===== src/rtl/einsum_mult_pipe_pkg.sv =====
// Shared types and sentinel helpers for the log-domain einsum multiplier.
package einsum_pkg;

  typedef enum logic [1:0] {
    MODE_LSE  = 2'b00,
    MODE_WRAP = 2'b01,
    MODE_RSV2 = 2'b10,
    MODE_RSV3 = 2'b11
  } pe_mode_e;

  // Most negative two's complement value of the given width (log of zero).
  function automatic logic [63:0] lse_neg_inf(input int width);
    return 64'd1 << (width - 1);
  endfunction

  function automatic logic [63:0] lse_max(input int width);
    return (64'd1 << (width - 1)) - 64'd1;
  endfunction

endpackage


===== src/rtl/einsum_mult_lane.sv =====
// Combinational single-lane log-domain multiply (saturating add with NEG_INF sentinel).
module einsum_mult_lane
  import einsum_pkg::*;
#(
  parameter int WORD_WIDTH = 32,
  parameter int DATA_WIDTH = 24
) (
  input  logic [WORD_WIDTH-1:0] a,
  input  logic [WORD_WIDTH-1:0] b,
  input  logic [1:0]            mode,
  input  logic                  bypass,
  output logic [WORD_WIDTH-1:0] result,
  output logic                  sat
);

  localparam logic [DATA_WIDTH-1:0] NEG_INF    = DATA_WIDTH'(lse_neg_inf(DATA_WIDTH));
  localparam logic [DATA_WIDTH-1:0] MAXV       = DATA_WIDTH'(lse_max(DATA_WIDTH));
  localparam logic [DATA_WIDTH-1:0] NEG_INF_P1 = NEG_INF + DATA_WIDTH'(1);
  localparam logic signed [DATA_WIDTH:0] SUM_HI = {1'b0, MAXV};
  localparam logic signed [DATA_WIDTH:0] SUM_LO = {1'b1, NEG_INF_P1};

  logic [DATA_WIDTH-1:0]        a_d;
  logic [DATA_WIDTH-1:0]        b_d;
  logic [DATA_WIDTH-1:0]        r;
  logic                         r_sat;
  logic signed [DATA_WIDTH:0]   sum;

  assign a_d = a[DATA_WIDTH-1:0];
  assign b_d = b[DATA_WIDTH-1:0];
  assign sum = $signed({a_d[DATA_WIDTH-1], a_d}) + $signed({b_d[DATA_WIDTH-1], b_d});

  generate
    if (WORD_WIDTH > DATA_WIDTH) begin : g_hi
      logic unused_b_hi;
      assign unused_b_hi = ^b[WORD_WIDTH-1:DATA_WIDTH];
    end
  endgenerate

  always_comb begin
    r     = NEG_INF;
    r_sat = 1'b0;
    case (pe_mode_e'(mode))
      MODE_LSE: begin
        // NEG_INF is absorbing; the clamp floor is NEG_INF+1 so a finite sum never becomes the sentinel.
        if (a_d == NEG_INF || b_d == NEG_INF) begin
          r = NEG_INF;
        end else if (sum > SUM_HI) begin
          r     = MAXV;
          r_sat = 1'b1;
        end else if (sum < SUM_LO) begin
          r     = NEG_INF_P1;
          r_sat = 1'b1;
        end else begin
          r = sum[DATA_WIDTH-1:0];
        end
      end
      MODE_WRAP: r = sum[DATA_WIDTH-1:0];
      default:   r = NEG_INF;
    endcase

    if (bypass) begin
      result = a;
      sat    = 1'b0;
    end else begin
      result = WORD_WIDTH'(r);
      sat    = r_sat;
    end
  end

endmodule


===== src/rtl/einsum_mult_pipe.sv =====
// Multi-lane elastic log-domain multiplier: arithmetic in stage 0, PIPE_DEPTH-cycle valid/ready pipe.
// Optional saturation statistics counter enabled by EINSUM_MULT_PIPE_STATS_EN.
module einsum_mult_pipe
  import einsum_pkg::*;
#(
  parameter int WORD_WIDTH = 32,
  parameter int DATA_WIDTH = 24,
  parameter int LANES      = 4,
  parameter int PIPE_DEPTH = 2
) (
  input  logic                        clk,
  input  logic                        rst,
  input  logic                        enable,
  input  logic                        in_valid,
  output logic                        in_ready,
  input  logic                        bypass,
  input  logic [1:0]                  pe_mode,
  input  logic [LANES*WORD_WIDTH-1:0] operand_a,
  input  logic [LANES*WORD_WIDTH-1:0] operand_b,
  output logic                        out_valid,
  input  logic                        out_ready,
  output logic [LANES*WORD_WIDTH-1:0] product_out,
  output logic [LANES-1:0]            out_sat
`ifdef EINSUM_MULT_PIPE_STATS_EN
  ,
  input  logic                        clear_stats,
  output logic [31:0]                 sat_count
`endif
);

  localparam int BW = LANES * WORD_WIDTH;

  logic [BW-1:0]         lane_res;
  logic [LANES-1:0]      lane_sat;
  logic [PIPE_DEPTH-1:0] vld;
  logic [PIPE_DEPTH-1:0] stage_rdy;
  logic                  rdy_next;
  logic [BW-1:0]         dat [PIPE_DEPTH];
  logic [LANES-1:0]      sat [PIPE_DEPTH];

  generate
    for (genvar i = 0; i < LANES; i++) begin : g_lane
      einsum_mult_lane #(
        .WORD_WIDTH(WORD_WIDTH),
        .DATA_WIDTH(DATA_WIDTH)
      ) u_lane (
        .a      (operand_a[i*WORD_WIDTH +: WORD_WIDTH]),
        .b      (operand_b[i*WORD_WIDTH +: WORD_WIDTH]),
        .mode   (pe_mode),
        .bypass (bypass),
        .result (lane_res[i*WORD_WIDTH +: WORD_WIDTH]),
        .sat    (lane_sat[i])
      );
    end
  endgenerate

  // Ready ripples back from the output; a stage may load when empty or when its successor drains.
  always_comb begin
    rdy_next  = out_ready;
    stage_rdy = '0;
    for (int k = PIPE_DEPTH - 1; k >= 0; k--) begin
      stage_rdy[k] = enable & (~vld[k] | rdy_next);
      rdy_next     = stage_rdy[k];
    end
  end

  always_ff @(posedge clk) begin
    if (rst) begin
      vld <= '0;
      for (int k = 0; k < PIPE_DEPTH; k++) begin
        dat[k] <= '0;
        sat[k] <= '0;
      end
    end else begin
      if (stage_rdy[0]) begin
        vld[0] <= in_valid;
        if (in_valid) begin
          dat[0] <= lane_res;
          sat[0] <= lane_sat;
        end
      end
      for (int k = 1; k < PIPE_DEPTH; k++) begin
        if (stage_rdy[k]) begin
          vld[k] <= vld[k-1];
          if (vld[k-1]) begin
            dat[k] <= dat[k-1];
            sat[k] <= sat[k-1];
          end
        end
      end
    end
  end

  assign in_ready    = stage_rdy[0] & ~rst;
  assign out_valid   = vld[PIPE_DEPTH-1];
  assign product_out = dat[PIPE_DEPTH-1];
  assign out_sat     = sat[PIPE_DEPTH-1];

`ifdef EINSUM_MULT_PIPE_STATS_EN
  logic out_fire;
  assign out_fire = out_valid & out_ready & enable;

  always_ff @(posedge clk) begin
    if (rst || clear_stats) begin
      sat_count <= '0;
    end else if (out_fire && (|out_sat) && (sat_count != 32'hFFFF_FFFF)) begin
      sat_count <= sat_count + 32'd1;
    end
  end
`else
  // Statistics hardware is absent in this build.
`endif

endmodule


===== config.mk =====
export PLATFORM = sky130hd
export DESIGN_NAME = einsum_mult_pipe
export DESIGN_NICKNAME = d
export VERILOG_FILES = /design/src/rtl/einsum_mult_pipe_pkg.sv /design/src/rtl/einsum_mult_lane.sv /design/src/rtl/einsum_mult_pipe.sv
export SDC_FILE = /design/constraint.sdc
export NUM_CORES = 1
export LEC_CHECK = 0
export CELL_PAD_IN_SITES_DETAIL_PLACEMENT = 1
export CELL_PAD_IN_SITES_GLOBAL_PLACEMENT = 1
export CORE_MARGIN = 2
export CORE_UTILIZATION = 35
export CTS_BUF_LIST = sky130_fd_sc_hd__clkbuf_8
export DETAILED_ROUTE_END_ITERATION = 16
export GPL_TIMING_DRIVEN = 0
export PLACE_DENSITY_LB_ADDON = 0.1
export SYNTH_ARGS = -nofsm -noshare
export SYNTH_HDL_FRONTEND = slang
export SYNTH_HIERARCHICAL = 1
export SYNTH_SLANG_ARGS = --single-unit
export TNS_END_PERCENT = 5

===== constraint.sdc =====
create_clock -name clk -period 12.78 [get_ports clk]
set_input_delay 3.195 -clock clk [delete_from_list [all_inputs] [get_ports clk]]
set_output_delay 3.195 -clock clk [all_outputs]
set_load 0.005 [all_outputs]

After elaboration in Yosys (flattened, before gate mapping)
Memory sizes are Yosys's and may differ from the RTL's.
Index checks and enable logic that the tools add are counted.
{"block": "totals", "reg_bits": 2, "latch_bits": 0, "ramBits": 264, "romBits": 0, "out_inout_bits": 134, "n_memories": 2}
{"block": "classes", "n_addsub": 4, "multipliers": 0, "div": 0, "magnitude_cmp": 8, "eq_ne": 9, "shifts": 0, "muxes": 54, "n_bitwise": 12, "reduce_logical": 5}
{"memory": "dat", "depth": 2, "width": 128, "read_ports": 2, "rd_clocked_by_memory_dff": 0, "write_ports": 2, "line_no": "einsum_mult_pipe.sv:38", "text": "logic [BW-1:0] dat [PIPE_DEPTH];"}
{"memory": "sat", "depth": 2, "width": 4, "read_ports": 2, "rd_clocked_by_memory_dff": 0, "write_ports": 2, "line_no": "einsum_mult_pipe.sv:39", "text": "logic [LANES-1:0] sat [PIPE_DEPTH];"}
{"operator": "$mux W24", "n": 12}
{"operator": "$mux W128", "n": 2}
{"operator": "$eq A24 B24 Y1 const B", "n": 8}
{"operator": "$pmux W24 S2", "n": 4}
{"operator": "$mux W32", "n": 4}
{"operator": "$add A24 B24 Y25", "n": 4}
{"operator": "$gt A25 B24 Y1 const B", "n": 4}
{"operator": "$lt A25 B24 Y1 const B", "n": 4}
{"operator": "$mux W1", "n": 30}
{"operator": "$mux W4", "n": 2}
{"operator": "$or A1 B1 Y1", "n": 6}
{"operator": "$logic_or A1 B1 Y1", "n": 4}
{"operator": "$and A1 B1 Y1", "n": 3}
{"operator": "$not A1 Y1", "n": 3}
{"operator": "$eq A2 B1 Y1 const B", "n": 1}
{"operator": "$logic_not A2 Y1", "n": 1}

Longest topological paths before layout
Gate-level depths: netlist of the first run.
{"block": "depth", "ltp_word": 9, "mapped_depth": 14}

Hierarchy
Netlist of the first run, hierarchy kept.
{"mod": "einsum_mult_pipe", "n_inst": 1, "cells_per_inst": 764, "area_each_um2": 13451.7}
{"mod": "einsum_mult_lane (g_lane[1].u_lane ...)", "n_inst": 2, "cells_per_inst": 264, "area_each_um2": 1854.3}
{"mod": "einsum_mult_lane (g_lane[0].u_lane)", "n_inst": 1, "cells_per_inst": 334, "area_each_um2": 2230.9}
{"mod": "einsum_mult_lane (g_lane[3].u_lane)", "n_inst": 1, "cells_per_inst": 330, "area_each_um2": 2150.8}

Least setup slack after synthesis of the first run
OpenSTA, ideal clock, no wires.
{"block": "synth_timing", "path_kind": "input-to-reg", "from": "input port out_ready", "to": "memory dat[0][0] (netlist bit) (enable)", "arrival_ns": 9.851, "path_slack_ns": 2.279, "cell_stages": 5, "path_buffers": 3, "cell_sequence": "and3b_1 -> buf_6 -> buf_6 -> buf_6 -> o21bai_1"}
{"element": "start: declaration", "line_no": "einsum_mult_pipe.sv:21", "text": "input logic out_ready,"}
{"element": "end: declaration", "line_no": "einsum_mult_pipe.sv:38"}

Final worst setup path of the first run
{"block": "layout_timing", "from": "input port rst", "to": "output port in_ready"}
{"block": "layout_via", "elab_chain_len": 2}
{"element": "start: declaration", "line_no": "einsum_mult_pipe.sv:12", "text": "input logic rst,"}
{"element": "$not A1 Y1", "line_no": "einsum_mult_pipe.sv:94", "text": "assign in_ready = stage_rdy[0] & ~rst;"}
{"element": "$and A1 B1 Y1", "line_no": "einsum_mult_pipe.sv:94"}
{"element": "end: declaration", "line_no": "einsum_mult_pipe.sv:15", "text": "output logic in_ready,"}
No other way between the ends.

==> summary.md, run 1 <==
| Metric | Value |
|---|---|
| Status | finished clean |
| Port Buffers | 365 |
| Die X | 252 um |
| Leading post-synthesis cells by cell area | edfxtp_1 (37%), nor4b_2 (17%), ha_1 (5.6%) |
| DR vias/cell | 5.56 |
| Synth-to-Final Area Change | 26.7% |
| Area leader, netlist | edfxtp_1 |
| Die area | 0.0635 mm2 |
| CP endpoint kind | output pin |
| All-Layer GR Usage | 22.9% |
| CP Data Required Time | 9.59 ns |
| VDD IR max | 0.0000653 V |
| # setup viols final | 0 |
| Critical Path AT | 5.21 ns |
| Tcrit/Tclk final | 65.7% |
| Power per cell area | 95.8 mW/mm2 |
| Main flop type after synthesis | edfxtp_1 |
| Max Freq | 119 MHz |
| Share of layout cells above drive strength 1 | 24.6% |
| CTS tree | yes |
| Max-slew violations | 0 |
| TritonCTS buffer count | 47 |
| Syn Std Cell Area | 0.0215 mm2 |
| CTS Buffer Depth | 3 |
| Synthesized area per cell | 11.0 um2 |
| Final-report hold violation count | 0 |
| Final #Nets | 2,743 |
| Initial antenna violation count | 7 |
| Post-route antenna net violation count | 0 |
| CORE AREA | 0.0606 mm2 |
| Hold-fix buffers at CTS | 0 |
| Detailed placement HPWL | 58,200 um |
| Die Ht | 252 um |
| Synthesized net count | 2,320 |
| Static Leak | 0.00954 uW |
| Critical Path Source Type | primary input |
| Worst Hold Class | reg2reg |
| Mux share of post-synthesis cell area | 0.250% |
| RSZ-0062 raised after global routing | no |
| Final wirelength | 73,700 um |
| First-pass GRT wire length | 113,000 um |
| Syn. warnings | 6 |
| Minimum clock period | 8.40 ns |
| Post-Synth Simple-Gate Area | 30.3% |
| WHS Path Cells | 2 |
| Main combinational cell family by area after synthesis | simple AND/OR/NAND/NOR gates |
| Synth async-reset ratio | 0% |
| Root buffer cell | clkbuf_8 |
| Starting Density | 35.6% |
| Post-CTS setup buffers | 0 |
| Drt pass-1 iters | 5 |
| Top post-synthesis cells by count | edfxtp_1 (264), nor4b_2 (238), nand2_1 (158), buf_4 (132), a21oi_1 (114) |
| Fin Hold WS | 0.552 ns |
| Cell with the most instances after synthesis | edfxtp_1 |
| Cell variety after synth | 91 |
| Grt ovf | 0 |
| Headroom to the max-slew limit | 15.2% |
| Vias in the first global route | 18,822 |
| Pin count of the biggest net entering global routing | 32 |
| Vias | 17,806 |
| Synth Area in Compound Gates | 14.8% |
| XOR/XNOR Fraction of Synth Area | 2.85% |
| Core Util, Final | 45.1% |
| Max H-tree Level | 2 |
| Adder and majority cell fraction of the synthesized area | 5.99% |
| Sequential share of the synthesized area | 37.0% |
| Number of I/O pins | 398 |
| Actual slew at the worst max-slew pin | 1.27 ns |
| Share of the synthesized area in the top cell type | 36.8% |
| Clock skew | 0.0199 ns |
| Peak fanout along the critical path | 10 |
| GPL Wtd Cong | 0.879 |
| Setup Crit Path Kind | in2out |
| Clock Latency Late Sink | 0.61 ns |
| Flops & latches, synth | 266 |
| Cell Rows | 90 |
| # DRC | 0 |
| EDFF count, synth | 264 |
| Max cap viols | 0 |
| Synth Instances | 1,956 |
| Post-CTS Resized | 0 |
| First DRT Iteration DRCs | 1,105 |
| Worst-path clk slew | 0.06 ns |
| Sink Count | 266 |
| Worst r2r path cells | 7 |
| WL per Instance | 23.0 um |
-- through the flow --
stage          area [um2]  std cells  setup TNS (ns)  setup WS [ns]  power (uW)
2_1_floorplan       21500       1956               0           2.28        1540
3_3_place_gp        26200       3103         -369.74          -1.74        1840
3_5_place_dp        26400       3112               0           4.39        1840
4_1_cts             27300       3198               0           4.39        2640
5_1_grt             27300       3200               0           4.27        2750
6_report            27300       3201               0           4.38        2620
-- critical path: stages --
cell and delay (ns):
clkdlybuf4s50_1 0.57, nand2b_1 0.25, buf_2 0.31, buf_2 0.34, nor2_1 0.07, clkdlybuf4s50_1 0.45
-- layout make-up --
| class | count | area [um2] |
|---|---|---|
| Fill cell | 6630 | 33300 |
| Multi-Input combinational cell | 1401 | 11700 |
| Sequential cell | 266 | 7970 |
| Timing Repair Buffer | 374 | 3850 |
| Buffer | 272 | 1830 |
| Tap cell | 782 | 978 |
| Clock buffer | 47 | 647 |
| Clock inverter | 39 | 250 |
| Inverter | 17 | 63.8 |
| Antenna cell | 3 | 7.51 |
-- per-layer routing --
layer	part of all wire, %	up-vias	track usage, %
met5	0.043	-	0
met4	2.1	6	5.78
met3	4.0	88	3.31
met2	47	381	37.0
met1	47	8897	32.0
li1	-	8434	-
-- cell families (layout without fill, tap and decap cells) --
logic type / Yosys count / count (layout)
AOI/OAI and AO/OA: 440 / 440
xor gates and xnor gates: 70 / 70
adders and majority gates: 101 / 101
buffers and inverters: 289 / 749
DFF: 266 / 266
muxes: 5 / 5
other: 0 / 3
and+or+nand+nor: 785 / 785
-- sequential cells by signal, summed over array words and instances, names as in the netlist --
| signal | flops |
|---|---|
| sat | 8 |
| vld | 2 |
| dat | 256 |
-- placed cells by master (no fill, tap or decap), drive strengths merged, types with 6 or more instances in the layout --
master / synthesis / final
a211oi: 15 / 15
a21o: 23 / 23
a21oi: 117 / 117
a221o: 44 / 44
a31oi: 10 / 10
and2: 40 / 40
and3: 11 / 11
and4: 6 / 6
buf: 229 / 238
clkbuf: 43 / 90
clkdlybuf4s50: 0 / 365
clkinv: 0 / 22
edfxtp: 264 / 264
ha: 96 / 96
inv: 17 / 29
nand2: 159 / 159
nand2b: 14 / 14
nand3: 30 / 30
nand3b: 9 / 9
nand4: 23 / 23
nor2: 84 / 84
nor2b: 16 / 16
nor3: 25 / 25
nor3b: 7 / 7
nor4: 55 / 55
nor4b: 274 / 274
o2111a: 6 / 6
o211ai: 32 / 32
o21a: 19 / 19
o21ai: 87 / 87
o21bai: 14 / 14
o31ai: 9 / 9
or3: 11 / 11
or4: 9 / 9
xnor2: 38 / 38
xor2: 32 / 32
-- final timing paths --
check               endpoint  slack (ns)   start
hold / removal        vld[0]        0.55  vld[1]
setup / recovery    in_ready        4.38     rst
hold reg to reg       vld[0]        0.55  vld[1]
setup reg to reg  dat[0][47]       10.16  vld[0]
-- where the power goes --
part	total [uW]	internal (uW)	switching (uW)
registers	1030	1020	16.9
clock network	783	407	376
logic	798	357	441
Power figures use the tool's default switching activity.
==> inputs of run 2 (changes only) <==
Clock period 12.78 ns to 8 ns, I/O delays scaled along.
==> run 2 against run 1 <==
Non-clock buffer count decreased by 1. Critical path type unchanged. Wire length about the same. Sequential power increased by 60%. Clock-buffer cell count decreased by 1. Register-to-register slack got worse by 4.9 ns. Cell count decreased by 0.31%. Sequential share of layout area increased by 0.13 points. Via count decreased by 0.36%. Critical path depth unchanged. Global-route usage decreased by 0.097 points.
==> summary.md, run 2 (synthesized netlist as in run 1, its figures left out) <==
| Metric | Value |
|---|---|
| TritonCTS buffer count | 45 (was 47) |
| Post-CTS Resized | 0 (unchanged) |
| Tcrit/Tclk final | 74.9% |
| Post-DP Area | 0.0264 mm2 (about the same) |
| Regs by FF count | dat: 256 flops, sat: 8 flops, vld: 2 flops (unchanged) |
| WL per Instance | 23.1 um (was 23.0 um) |
| Max incr delay on CP | 0.56 ns (was 0.57 ns) |
| Final non-filler cell total | 3,191 (was 3,201) |
| GPL Wtd Cong | 0.911 (was 0.879) |
| CTS Buffer Depth | 3 (unchanged) |
| Sink Count | 266 (unchanged) |
| Max cap viols | 0 (unchanged) |
| Die Ht | 252 um (unchanged) |
| DR vias/cell | 5.56 (about the same) |
| R2r setup slk | 5.22 ns (was 10.16 ns) |
| Dpl cells | 3,111 (was 3,112) |
| Die X | 252 um (unchanged) |
| Final WS setup | 2.01 ns (was 4.38 ns) |
| Synth-to-Final Area Change | 26.2% (was 26.7%) |
| Hold endpoint | vld[0] (unchanged) |
| CP Data Required Time | 6.00 ns (was 9.59 ns) |
| Setup TNS | 0 ns (unchanged) |
| Hold path start | vld[0] (was vld[1]) |
| Critical Path AT | 3.99 ns (was 5.21 ns) |
| P_sw | 1300 uW (was 834 uW) |
| Cell-internal power | 2760 uW (was 1780 uW) |
| CP bufs+invs | 4 (unchanged) |
| Pin count of the biggest net entering global routing | 33 (was 32) |
| Die area | 0.0635 mm2 (unchanged) |
| CP endpoint kind | output pin (unchanged) |
| Top reg by flops | dat (unchanged) |
| Worst path slowest cell | clkdlybuf4s50_1 (unchanged) |
| Port Buffers | 365 (unchanged) |
| All-Layer GR Usage | 22.8% (was 22.9%) |
| Worst Hold Class | reg2reg (unchanged) |
| # DRC | 0 (unchanged) |
| CTS tree | yes (unchanged) |
| Delay-heaviest family, CP | buffers and inverters (unchanged) |
| First DRT Iteration DRCs | 1,050 (was 1,105) |
| Power per cell area | 150 mW/mm2 (was 95.8 mW/mm2) |
| Final instance area | 0.0272 mm2 (was 0.0273 mm2) |
| Final wirelength | 73,700 um (about the same) |
| Post-route antenna net violation count | 0 (unchanged) |
| Post-CTS setup buffers | 0 (unchanged) |
| Static Leak | 0.00949 uW (was 0.00954 uW) |
| Most frequent cells in the layout | clkdlybuf4s50_1 (365), edfxtp_1 (264), nor4b_2 (238) (unchanged) |
| Detailed placement HPWL | 58,500 um (was 58,200 um) |
| Starting Density | 35.6% (unchanged) |
| Vias | 17,742 (was 17,806) |
| Share of layout cells above drive strength 1 | 24.5% (was 24.6%) |
| Max H-tree Level | 2 (unchanged) |
| Actual slew at the worst max-slew pin | 1.30 ns (was 1.27 ns) |
| Worst R2R End | dat[0][20] (was dat[0][47]) |
| WHS Path Cells | 2 (unchanged) |
| Sequential share of power | 40.6% (was 39.6%) |
| Switching Share | 32.0% (was 31.9%) |
| Max FFs per register | 256 (unchanged) |
| # setup viols final | 0 (unchanged) |
| VDD IR max | 0.0000853 V (was 0.0000653 V) |
| Fill count | 6,609 (was 6,630) |
| Clk pwr share | 28.1% (was 29.9%) |
| Max Freq | 167 MHz |
| Final #Nets | 2,740 (was 2,743) |
| Critical-path cell list | clkdlybuf4s50_1 > nand2b_1 > buf_2 > buf_2 > nor2_1 > clkdlybuf4s50_1 (unchanged) |
| Comb power frac | 31.3% (was 30.5%) |
| Final-report hold violation count | 0 (unchanged) |
| Critical Path Source Type | primary input (unchanged) |
| Post-place setup slack | 1.47 ns (was 4.39 ns) |
| CP Depth | 6 (unchanged) |
| Cell Rows | 90 (unchanged) |
| Status | finished clean (unchanged) |
| Max-slew violations | 0 (unchanged) |
| Setup Crit Path Kind | in2out (unchanged) |
| Commonest non-fill, non-tap cell in the layout | clkdlybuf4s50_1 (unchanged) |
| Vias in the first global route | 18,670 (was 18,822) |
| Clock Latency Late Sink | 0.60 ns (was 0.61 ns) |
| Number of I/O pins | 398 (unchanged) |
| Root buffer cell | clkbuf_8 (unchanged) |
| Initial antenna violation count | 3 (was 7) |
| Minimum clock period | 5.99 ns |
| Grt ovf | 0 (unchanged) |
| Drt pass-1 iters | 5 (unchanged) |
| Peak fanout along the critical path | 10 (unchanged) |
| Headroom to the max-slew limit | 12.8% (was 15.2%) |
| Clock skew | 0.0462 ns (was 0.0199 ns) |
| Core Util, Final | 44.9% (was 45.1%) |
| RSZ-0062 raised after global routing | no (unchanged) |
| Worst r2r path cells | 8 (was 7) |
| CORE AREA | 0.0606 mm2 (unchanged) |
| First-pass GRT wire length | 112,000 um (was 113,000 um) |
| Hold-fix buffers at CTS | 0 (unchanged) |
| Worst-path clk slew | 0.06 ns (about the same) |
| R2R Path Start | vld[0] (unchanged) |
-- run 2: cell type report --
type | count | area (um2) | area share [%]
Multi-Input combinational cell | 1401 | 11700 | 43.0
Sequential cell | 266 | 7970 | 29.3
Timing Repair Buffer | 373 | 3820 | 14.1
Buffer | 272 | 1830 | 6.75
Tap cell | 782 | 978 | 3.60
Clock buffer | 46 | 633 | 2.33
Clock inverter | 33 | 176 | 0.649
Inverter | 17 | 63.8 | 0.235
Antenna cell | 1 | 2.50 | 0.00921
-- run 2: per-stage QoR --
| stage | power (uW) | hold slack, ns |
|---|---|---|
| final | 4070 | 0.547 |
| after floorplan | 2450 | 0.483 |
| after detailed placement | 2950 | 0.529 |
| after global routing | 4270 | 0.577 |
| after CTS | 4100 | 0.545 |
| after global placement | 2940 | 0.501 |
-- run 2: routing by layer --
layer | vias up | global-route usage [%] | share of wire, %
li1 | 8424 | - | -
met1 | 8852 | 32.2 | 48
met2 | 383 | 36.9 | 46
met3 | 79 | 3.17 | 4.1
met4 | 4 | 4.94 | 1.7
met5 | - | 0 | 0.028
-- run 2: worst reg2reg max path, stage by stage, from the launching register on --
cell      delay, ns
dfxtp_1        0.34
and3b_1        0.25
buf_6          0.15
buf_6          0.14
buf_6          0.16
o21bai_4       0.63
buf_12         0.30
buf_12         0.25
buf_12         0.24
-- run 2: worst max path at each step --
stage	start	to	slack [ns]
final	rst	in_ready	2.01
after global routing	operand_a[0]	sat[0][0]	1.87
after CTS	rst	in_ready	2.03
after detailed placement	operand_a[0]	dat[0][7]	1.47
after global placement	enable	dat[0][157]	-4.66
after floorplan	enable	dat[0][128]	-0.79
-- run 2: power groups by stage --
| stage | combinational (uW) | sequential [uW] | clock, uW |
|---|---|---|---|
| 2_1_floorplan | 769 | 1680 | 0 |
| 3_3_place_gp | 1240 | 1700 | 0 |
| 3_5_place_dp | 1260 | 1680 | 0 |
| 4_1_cts | 1270 | 1650 | 1170 |
| 5_1_grt | 1380 | 1660 | 1230 |
| 6_report | 1270 | 1650 | 1140 |
==> RTL edit 1, RTL diff (config.mk and constraints of run 1) <==
Register the input `pe_mode` before use, without a reset. The logic sees it one clock later. The other inputs are not delayed to match.
--- a/src/rtl/einsum_mult_pipe.sv
+++ b/src/rtl/einsum_mult_pipe.sv
@@ -32,2 +32,8 @@
 
+  logic [1:0] pe_mode_q;
+
+  always_ff @(posedge clk) begin
+    pe_mode_q <= pe_mode;
+  end
+
   logic [BW-1:0]         lane_res;
@@ -48,3 +54,3 @@
         .b      (operand_b[i*WORD_WIDTH +: WORD_WIDTH]),
-        .mode   (pe_mode),
+        .mode   (pe_mode_q),
         .bypass (bypass),
Check against the original RTL: not equivalent (a bounded check fails within 4 cycles, from zero or initial values and one cycle with rst high).
==> RTL edit 1 against run 1 <==
Final area is essentially flat. Register-to-register slack lost 0.77 ns. Worst setup slack improved by 0.0076 ns. Clock power fell by 2%. Fmax about the same. Sequential cell count rose by 2. Count of clock-buffer cells in the layout grew 4. Sequential share of layout area grew 0.13 points. Synthesized area grew 0.19%. Wire length is essentially flat. Total power shrank 0.32%. Synthesized cell count increased by 0.10%. Die area rose by 0.18%. Largest cell class unchanged. Highest routed layer unchanged.
==> RTL edit 1: results (changes against run 1) <==
placed cell count 3121 (+0.29%); count of cell types in the netlist 91 (unchanged); first-pass GRT wire length 112.3 mm (-0.62%); Seq/Total Area, Yosys 37.10% (+0.12 points); DP HPWL 58.44 mm (+0.39%); M1 GR Usage 31.81% (-0.21 points); met1 WL 34.81 mm (+0.14%); worst r2r path cells 6 (-1); share of cells above drive strength 1 24.45% (-0.17 points); total power draw 0.002608 W (-0.32%); met3 Use GR 3.769% (+0.46 points); setup ws final 4.387 ns (+0.007600 ns); gr usage total 22.69% (-0.17 points); Worst R2R Setup Slack 9.39 ns (-0.77 ns); Yosys top cell area share 36.73% (-0.068 points); CP peak stage delay 0.55 ns (-0.02 ns); vias 17722 (-0.47%); GP Congestion 0.9086 (+3.3%); syn_nets 2322 (+0.086%); Synth Area per Inst 11.02 um^2 (about the same); leak pwr 9.596 nW (+0.57%); worst path arrival time 5.20 ns (about the same); Final Routed Wirelength 73.72 mm (about the same); Synth warnings 6 (unchanged); FF-to-FF End sat[0][3]$_SDFFCE_PN0P_; DR iter-0 viols 1018 (-7.9%); GR Util met2 36.71% (-0.25 points); Finished Layout Cells 3213 (+0.37%); Max rail drop VDD 0.07273 mV (+11%); CTS buffer count 48 (+2.1%); Crit Reg-Reg Startpoint pe_mode_q[1]$_DFF_P_; nets@finish 2745 (+0.073%); antenna violations before repair 6 (-1); critical path's top delay family buffers and inverters; WL met3 3.169 mm (+7.6%); met2 wire len 34.28 mm (-0.35%); total combinational power 0.000793 W (-0.6%); synth top area cells edfxtp_1, nor4b_2, ha_1, buf_4, nand2_1; Post-synth EDFFs 264 (unchanged); relative slew slack 13.31% (-1.9 points); status finished clean; clk_skew 0.04866 ns (+0.02878 ns); Top Metal Used met5; Max clock buf depth 3 (unchanged); net switching power 0.0008363 W (+0.28%)
-- RTL edit 1: changes by cell type after synthesis --
cell and change:
dfxtp_1 +2
-- RTL edit 1: stage by stage --
stage	setup TNS, ns	cell area (um^2)
global route	0	27300
global placement	-388.27	26220
CTS	0	27300
detailed placement	0	26410
finish	0	27310
floorplan	0	21580
-- RTL edit 1: area by class of cell --
class | count | share of cell area (%)
Buffer | 272 | 6.717
Inverter | 17 | 0.2337
Clock buffer | 51 | 2.570
Multi-Input combinational cell | 1401 | 42.84
Timing Repair Buffer | 373 | 13.97
Antenna cell | 2 | 0.01833
Tap cell | 790 | 3.620
Clock inverter | 39 | 0.7147
Sequential cell | 268 | 29.32
-- RTL edit 1: worst min path at each step --
stage                         from             endpoint  slack, ns  cells past startpoint
2_1_floorplan  vld[0]$_SDFFE_PP0P_  vld[1]$_SDFFE_PP0P_       0.48                      2
3_3_place_gp   vld[0]$_SDFFE_PP0P_  vld[1]$_SDFFE_PP0P_       0.50                      2
3_5_place_dp   vld[1]$_SDFFE_PP0P_  vld[0]$_SDFFE_PP0P_       0.54                      2
4_1_cts        vld[1]$_SDFFE_PP0P_  vld[0]$_SDFFE_PP0P_       0.55                      2
5_1_grt        vld[1]$_SDFFE_PP0P_  vld[0]$_SDFFE_PP0P_       0.62                      2
6_report       vld[1]$_SDFFE_PP0P_  vld[0]$_SDFFE_PP0P_       0.56                      2
-- RTL edit 1: kinds of logic (layout without fill, tap and decap cells) --
logic type	Yosys count	in the layout	share of synthesized area, %
multiplexers	5	5	0.2493
AND/OR/NAND/NOR	785	785	30.28
buffers and inverters	289	752	8.795
flip-flops	268	268	37.10
AO/OA/AOI/OAI	440	440	14.75
other	0	2	0
adder cells (fa/ha/maj)	101	101	5.983
XOR/XNOR	70	70	2.841
==> RTL edit 2, RTL diff (flow settings as in run 1) <==
Made on the original files. `PIPE_DEPTH`: 2 -> 4.
--- a/src/rtl/einsum_mult_pipe.sv
+++ b/src/rtl/einsum_mult_pipe.sv
@@ -8,3 +8,3 @@
   parameter int LANES      = 4,
-  parameter int PIPE_DEPTH = 2
+  parameter int PIPE_DEPTH = 4
 ) (
Function: changed (a bounded check fails within 4 cycles, from zero or initial values and one cycle with rst high).
==> RTL edit 2 against run 1 <==
Final area is 38% higher. Hold slack better by 0.019 ns. Wire length is 43% higher. Combinational power is 0.5% higher. Sequential cell count is 266 higher. Synthesized area is 42% higher. Total power is 60% higher. Worst setup slack worse by 0.25 ns.
==> RTL edit 2: results (changes against run 1) <==
clk_skew 0.03458 ns (+0.01471 ns); pre-CTS setup slack 4.063 ns (-0.3319 ns); worst path arrival time 5.46 ns (+0.25 ns); DR iter-0 viols 1529 (+38%); IO buf count 364 (-0.27%); Top Metal Used met4; DP HPWL 84.22 mm (+45%); share of cells above drive strength 1 9.236% (-15 points); hold_ws 0.5710 ns (+0.01870 ns); Synth Area per Inst 11.73 um^2 (+6.5%); antenna violations before repair 8 (+1); met1 WL 49.89 mm (+44%); Final Routed Wirelength 105.2 mm (+43%); placed cell count 4135 (+33%); leak pwr 12.38 nW (+30%); Placed Area 35970 um^2 (+36%); GR Util met2 38.11% (+1.1 points); synth top area cells edfxtp_1, nor4b_1, ha_1, a2111oi_0, clkbuf_1; biggest regs dat (512), sat (16), vld (4); CTS buffer count 83 (+77%); syn_nets 2964 (+28%); Max rail drop VDD 0.06351 mV (-2.8%); vias 24005 (+35%); met3 Use GR 2.392% (-0.91 points); multiplexer area fraction after synthesis 0.1764% (-0.073 points); compound-cell area share of the yosys netlist 14.51% (-0.26 points); Final min period 8.653 ns (+0.2526 ns); status finished clean; most frequent cells after synthesis edfxtp_1, nor4b_1, clkbuf_1, nand2_1, inv_1; worst r2r path cells 8 (+1); CTS H-Tree Depth 3 (+1); nets@finish 3429 (+25%); gr usage total 23.03% (+0.18 points); Worst Min Path Start vld[2]$_SDFFE_PP0P_; CP peak stage delay 0.55 ns (-0.02 ns); Post-synth EDFFs 528 (+100%); WHS Endpoint vld[2]$_SDFFE_PP0P_; Crit Reg-Reg Startpoint vld[3]$_SDFFE_PP0P_; Seq/Total Area, Yosys 52.24% (+15 points); start point of the critical path out_ready; Finished Layout Cells 4290 (+34%)
-- RTL edit 2: cell types whose count changed after synthesis, sizes merged, moves of 3 or more --
cell,delta
a21oi,+4
o21ai,+3
edfxtp,+264
clkbuf,+127
a2111oi,+132
inv,+133
buf,-156
nor4b,+132
-- RTL edit 2: logic make-up after synthesis --
logic type / count (synthesis)
mux: 5
simple gates: 919
compound gates: 580
buf+inv: 393
flops: 532
xor+xnor: 70
fa+ha+maj: 101
-- RTL edit 2: layout make-up --
| type | instances | area [um^2] |
|---|---|---|
| antenna | 6 | 15.01 |
| clock buffer | 85 | 1170 |
| buffer | 243 | 1150 |
| inverter | 150 | 563.0 |
| multi-input combinational | 1675 | 12910 |
| sequential | 532 | 15940 |
| tap | 1155 | 1445 |
| fill | 9294 | 49070 |
| timing repair buffer | 380 | 3971 |
| clock inverter | 64 | 390.4 |
-- RTL edit 2: report_power, final --
part           internal, W  switching, W  total [W]
registers          0.00201     0.0000255    0.00203
clock network     0.000702      0.000658    0.00136
logic             0.000311      0.000491   0.000802
